===== config.mk =====
export PLATFORM = sky130hd
export DESIGN_NAME = trap_ctrl
export DESIGN_NICKNAME = d
export VERILOG_FILES = /design/src/rtl/trap_ctrl_pkg.sv /design/src/rtl/trap_ctrl.sv
export SDC_FILE = /design/constraint.sdc
export NUM_CORES = 1
export LEC_CHECK = 0
export ABC_AREA = 1
export CORE_AREA = 4 4 231 233
export DETAILED_ROUTE_END_ITERATION = 12
export DIE_AREA = 0 0 235 237
export PLACE_DENSITY = 0.59
export SLEW_MARGIN = 20
export SYNTH_ARGS = -nofsm -noshare
export SYNTH_HDL_FRONTEND = slang
export SYNTH_SLANG_ARGS = --single-unit

===== constraint.sdc =====
create_clock -name clk -period 4.8 [get_ports clk]
set_input_delay 1.2 -clock clk [delete_from_list [all_inputs] [get_ports clk]]
set_output_delay 1.2 -clock clk [all_outputs]
set_load 0.01 [all_outputs]

===== src/rtl/trap_ctrl_pkg.sv =====
// Shared types and mstatus field positions for the trap/xret update controller.
package trap_ctrl_pkg;

    typedef enum logic [1:0] {
        ST_IDLE     = 2'd0,
        ST_DRAIN    = 2'd1,
        ST_COMMIT   = 2'd2,
        ST_REDIRECT = 2'd3
    } trap_state_e;

    typedef enum logic {
        KIND_TRAP = 1'b0,
        KIND_XRET = 1'b1
    } trap_kind_e;

    localparam int MSTATUS_MIE    = 3;
    localparam int MSTATUS_MPIE   = 7;
    localparam int MSTATUS_MPP_LO = 11;
    localparam int MSTATUS_MPP_HI = 12;

endpackage


===== src/rtl/trap_ctrl.sv =====
// Initiator of CSR trap/MRET updates: accepts a request, drains the LSU,
// pulses the CSR commit for one cycle, then offers the redirect PC to fetch.
module trap_ctrl
    import trap_ctrl_pkg::*;
#(
    parameter int XLEN      = 64,
    parameter int ALEN      = 64,
    parameter int DRAIN_MAX = 255
) (
    input  logic            clk,
    input  logic            rst_n,
    input  logic            exc_valid,
    input  logic [3:0]      exc_cause,
    input  logic [ALEN-1:0] exc_pc,
    input  logic [XLEN-1:0] exc_tval,
    output logic            exc_ready,
    input  logic            mret_valid,
    output logic            mret_ready,
    input  logic            mem_busy,
    input  logic [XLEN-1:0] mstatus,
    input  logic [XLEN-1:0] mtvec,
    input  logic [XLEN-1:0] mepc,
    input  logic [1:0]      privilege_mode,
    output logic            trap_do_update,
    output logic [3:0]      trap_mcause,
    output logic [ALEN-1:0] trap_mepc,
    output logic [XLEN-1:0] trap_mtval,
    output logic            xret_do_update,
    output logic [XLEN-1:0] xret_new_mstatus,
    output logic [1:0]      xret_new_privilege_mode,
    output logic            flush,
    output logic            redirect_valid,
    output logic [ALEN-1:0] redirect_pc,
    input  logic            redirect_ready,
    output logic            busy,
    output logic            drain_timeout_err
);

    localparam int CW = $clog2(DRAIN_MAX + 1);

    trap_state_e     r_state;
    trap_kind_e      r_kind;
    logic [3:0]      r_cause;
    logic [ALEN-1:0] r_pc;
    logic [XLEN-1:0] r_tval;
    logic [ALEN-1:0] r_redirect_pc;
    logic [CW-1:0]   r_drain_cnt;
    logic            r_flush;
    logic            r_timeout_err;

    logic            w_idle;
    logic            w_commit_trap;
    logic            w_commit_xret;
    logic            w_drain_last;
    logic [ALEN-1:0] w_target;
    logic [XLEN-1:0] w_mret_mstatus;
    logic            w_unused;

    assign w_idle        = (r_state == ST_IDLE);
    assign w_commit_trap = (r_state == ST_COMMIT) && (r_kind == KIND_TRAP);
    assign w_commit_xret = (r_state == ST_COMMIT) && (r_kind == KIND_XRET);
    assign w_drain_last  = (r_drain_cnt == CW'(DRAIN_MAX - 1));

    // No interrupts exist, so the mtvec mode field is ignored and every trap vectors to base.
    assign w_target = (r_kind == KIND_TRAP) ? {mtvec[ALEN-1:2], 2'b00} : mepc[ALEN-1:0];

    always_comb begin
        w_mret_mstatus                                 = mstatus;
        w_mret_mstatus[MSTATUS_MIE]                    = mstatus[MSTATUS_MPIE];
        w_mret_mstatus[MSTATUS_MPIE]                   = 1'b1;
        w_mret_mstatus[MSTATUS_MPP_HI:MSTATUS_MPP_LO]  = 2'b11;
    end

    always_ff @(posedge clk or negedge rst_n) begin
        if (!rst_n) begin
            r_state       <= ST_IDLE;
            r_kind        <= KIND_TRAP;
            r_cause       <= '0;
            r_pc          <= '0;
            r_tval        <= '0;
            r_redirect_pc <= '0;
            r_drain_cnt   <= '0;
            r_flush       <= 1'b0;
            r_timeout_err <= 1'b0;
        end else begin
            r_flush <= 1'b0;
            case (r_state)
                ST_IDLE: begin
                    if (exc_valid) begin
                        r_kind      <= KIND_TRAP;
                        r_cause     <= exc_cause;
                        r_pc        <= exc_pc;
                        r_tval      <= exc_tval;
                        r_drain_cnt <= '0;
                        r_flush     <= 1'b1;
                        r_state     <= ST_DRAIN;
                    end else if (mret_valid) begin
                        r_kind      <= KIND_XRET;
                        r_drain_cnt <= '0;
                        r_flush     <= 1'b1;
                        r_state     <= ST_DRAIN;
                    end
                end
                ST_DRAIN: begin
                    r_drain_cnt <= r_drain_cnt + CW'(1);
                    if (!mem_busy) begin
                        r_state <= ST_COMMIT;
                    end else if (w_drain_last) begin
                        r_timeout_err <= 1'b1;
                        r_state       <= ST_COMMIT;
                    end
                end
                ST_COMMIT: begin
                    r_redirect_pc <= w_target;
                    r_state       <= ST_REDIRECT;
                end
                ST_REDIRECT: begin
                    if (redirect_ready) begin
                        r_state <= ST_IDLE;
                    end
                end
                default: r_state <= ST_IDLE;
            endcase
        end
    end

    assign exc_ready  = w_idle;
    assign mret_ready = w_idle && !exc_valid;
    assign busy       = !w_idle;
    assign flush      = r_flush;

    assign trap_do_update = w_commit_trap;
    assign trap_mcause    = w_commit_trap ? r_cause : 4'd0;
    assign trap_mepc      = w_commit_trap ? {r_pc[ALEN-1:1], 1'b0} : '0;
    assign trap_mtval     = w_commit_trap ? r_tval : '0;

    assign xret_do_update          = w_commit_xret;
    assign xret_new_mstatus        = w_commit_xret ? w_mret_mstatus : '0;
    assign xret_new_privilege_mode = w_commit_xret ? mstatus[MSTATUS_MPP_HI:MSTATUS_MPP_LO] : 2'b00;

    assign redirect_valid    = (r_state == ST_REDIRECT);
    assign redirect_pc       = redirect_valid ? r_redirect_pc : '0;
    assign drain_timeout_err = r_timeout_err;

    // Inputs carried for interface completeness on an M-only core.
    assign w_unused = ^{mtvec, mepc, privilege_mode, r_pc[0]};

endmodule


==> results.ini <==
[run_status]
status=complete, no violations

[min_path]
hold_depth=1
hp-start=drain_timeout_err
hold_class=flop to flop
min_to=drain_timeout_err

[global_routing]
first_global_vias=10900
antenna_found_initial=2
busiest_layer=met2
grt_usage_pct=14.2
grt_max_degree=94
grt_overflow=0
grt_use_met3_pct=3.87
grt_use_met2_pct=26.3
met1_usage_pct=15.6
grt_pass1_wl_um=63500

[sta]
fin_skew_ns=0.0111
layout_setup_ws_ns=0.411
tightestPinTransition_ns=0.929
timing.fmax_mhz=228
rsz0062_at_grt=no
post-route-period-util_pct=91.4
tns_ns=0
setup_viol=0
hold_viol=0
period_minus_slack_ns=4.39
slew-limit-headroom_pct=38.1
slew_viol_final=0

[clocking]
h-tree-depth=1
postCtsHoldBufs=0
clk_path_buf_depth=3
clockRootBuffer=clkbuf_16
path_clk_slew_ns=0.06
cts_num_sinks=208
cts_setup_buffers=0
cts_inserted_buffers=27
worstSkewPairLatency_ns=0.55
cts_resized=0
cts_tree=yes

[logic_synthesis]
synth_area_leaders=dfrtp_1, nor2_1, nand2_1, inv_1, a21oi_1
yosys.area.top_type_share_pct=50.8
syn-cell-area_mm2=0.0103
synth_area_leader_cell=dfrtp_1
netlist_instances=1416
yosysSeqAreaShare_pct=50.8
syn-num-nets=1755
yosysWarnings=0
ys_seq_elements=208
ys_types=21
synth.avg_cell_area_um2=7.24

[floorplan]
fp-row-count=83
design.die.area_mm2=0.0557
die_x_um=235
initial_core_util_pct=20.0
fp.dieH_um=237
core_mm2=0.0512
pin_count=602

[worst_setup_path]
arrival_ns=3.19
r2r_cells=8
critPathMaxFanout=60
worstPathRequired_ns=3.60
r2r_start=r_state[0]
r2r_setup_slack_ns=1.80
setup.worst_path.start_class=flop
worstSetupEndpointType=output pin
r2r_end=r_redirect_pc[22]
path_class=flop to output pin

[job]
max_cap_violations=0

[pwr]
p_per_area_mw_per_mm2=539
peakVddDrop_uv=305
p_leak_uw=0.00882

[drt]
firstDrtPassIters=4
vias_per_cell=4.02
routed_wl_um=41400
initialDrtViolationCount=465
drc_errors=0
wire_per_inst_um=15.5
vias=10700
ant_nets=0

[cells_and_area]
design_area_mm2=0.0177
antenna_cells=0
drive_above_1_share_pct=3.27
num-nets-final=2311
nFillCells=5430
synthToLayoutAreaGrowth_pct=72.3

[place]
globalplace.congestion=0.879
place_hpwl_um=31900
place_ws_ns=0.921
placed_area_mm2=0.0168
port_buffers=594

## synth_stat cells (all sizes together)
| cell type | n |
|---|---|
| buf | 55 |
| o21ai | 7 |
| nand2 | 285 |
| nand4 | 5 |
| o21bai | 1 |
| a21oi | 131 |
| nand3 | 71 |
| o31ai | 1 |
| dfrtp | 208 |
| nor2 | 332 |
| a22o | 2 |
| clkbuf | 27 |
| or2 | 3 |
| conb | 1 |
| inv | 280 |
| ha | 7 |
## critical path, cell delays in order, from the launching register on
cell	delay, ns
dfrtp_1	0.40
inv_1	0.10
ha_1	0.26
inv_2	0.07
or2_4	0.63
buf_4	0.52
nor2_1	0.08
clkdlybuf4s50_1	0.54
## cell usage in the layout (no fill, tap or decap), types with 3 or more instances in the layout
cell	n
clkbuf_8	6
buf_4	12
ha_1	6
inv_1	277
buf_12	3
inv_2	3
nand4_1	5
clkdlybuf4s50_1	593
o21ai_1	3
nand2_1	283
a21oi_1	131
bufinv_16	4
o21ai_0	4
clkbuf_16	27
dfrtp_1	208
clkbuf_1	4
nand3_1	71
nor2_1	332
## worst max-delay path by stage
stage,startpoint,end,depth (start not counted)
floorplan,r_state[0],xret_new_mstatus[11],6
global placement,r_state[0],trap_mepc[63],7
detailed placement,r_state[0],trap_mtval[61],7
CTS,r_state[0],trap_mtval[61],7
global route,r_state[0],trap_mtval[40],7
finish,r_state[0],trap_mtval[59],7
## through the flow
step           power, µW  hold WS [ns]  utilization [%]  cells
2_1_floorplan       5240         0.465                -   1416
3_3_place_gp        7430         0.462             32.7   2623
3_5_place_dp        7500         0.470             32.7   2623
4_1_cts             9680         0.486             34.5   2667
5_1_grt            10300         0.504             34.5   2667
6_report            9520         0.494             34.5   2667
## cell families after synthesis
family,after synthesis,share of synthesized area (%)
other,1,0.0366
AND/OR/NAND/NOR,696,26.5
AO/OA/AOI/OAI,142,7.05
buffers and inverters,362,14.8
flip-flops,208,50.8
adder cells (fa/ha/maj),7,0.854
## state kept, by name, summed over array words and instances (netlist names)
register,count
r_pc,63
r_kind,1
r_drain_cnt,8
r_tval,64
flush,1
r_redirect_pc,64
drain_timeout_err,1
r_cause,4
r_state,2
## layer usage
layer | vias up | share of wire [%]
met3 | 60 | 7.4
met1 | 5002 | 37
met2 | 394 | 52
li1 | 5261 | -
met5 | - | 0
met4 | 0 | 3.4
## layout make-up
class	instances	area (µm²)	area share, %
flip-flops and latches	208	5200	29.4
clock buffers	36	759	4.30
inverters	280	1050	5.95
repair buffers	609	6100	34.5
well taps	680	851	4.81
multi-input cells	846	3550	20.1
clock inverters	8	159	0.899
## report_power, final
group / leakage, µW / internal, µW / switching [µW]
registers: 0.00237 / 2560 / 279
logic: 0.00600 / 2060 / 2520
clock network: 0.000452 / 1320 / 790
total: 0.00882 / 5940 / 3590
(Power assumes the default switching activity.)
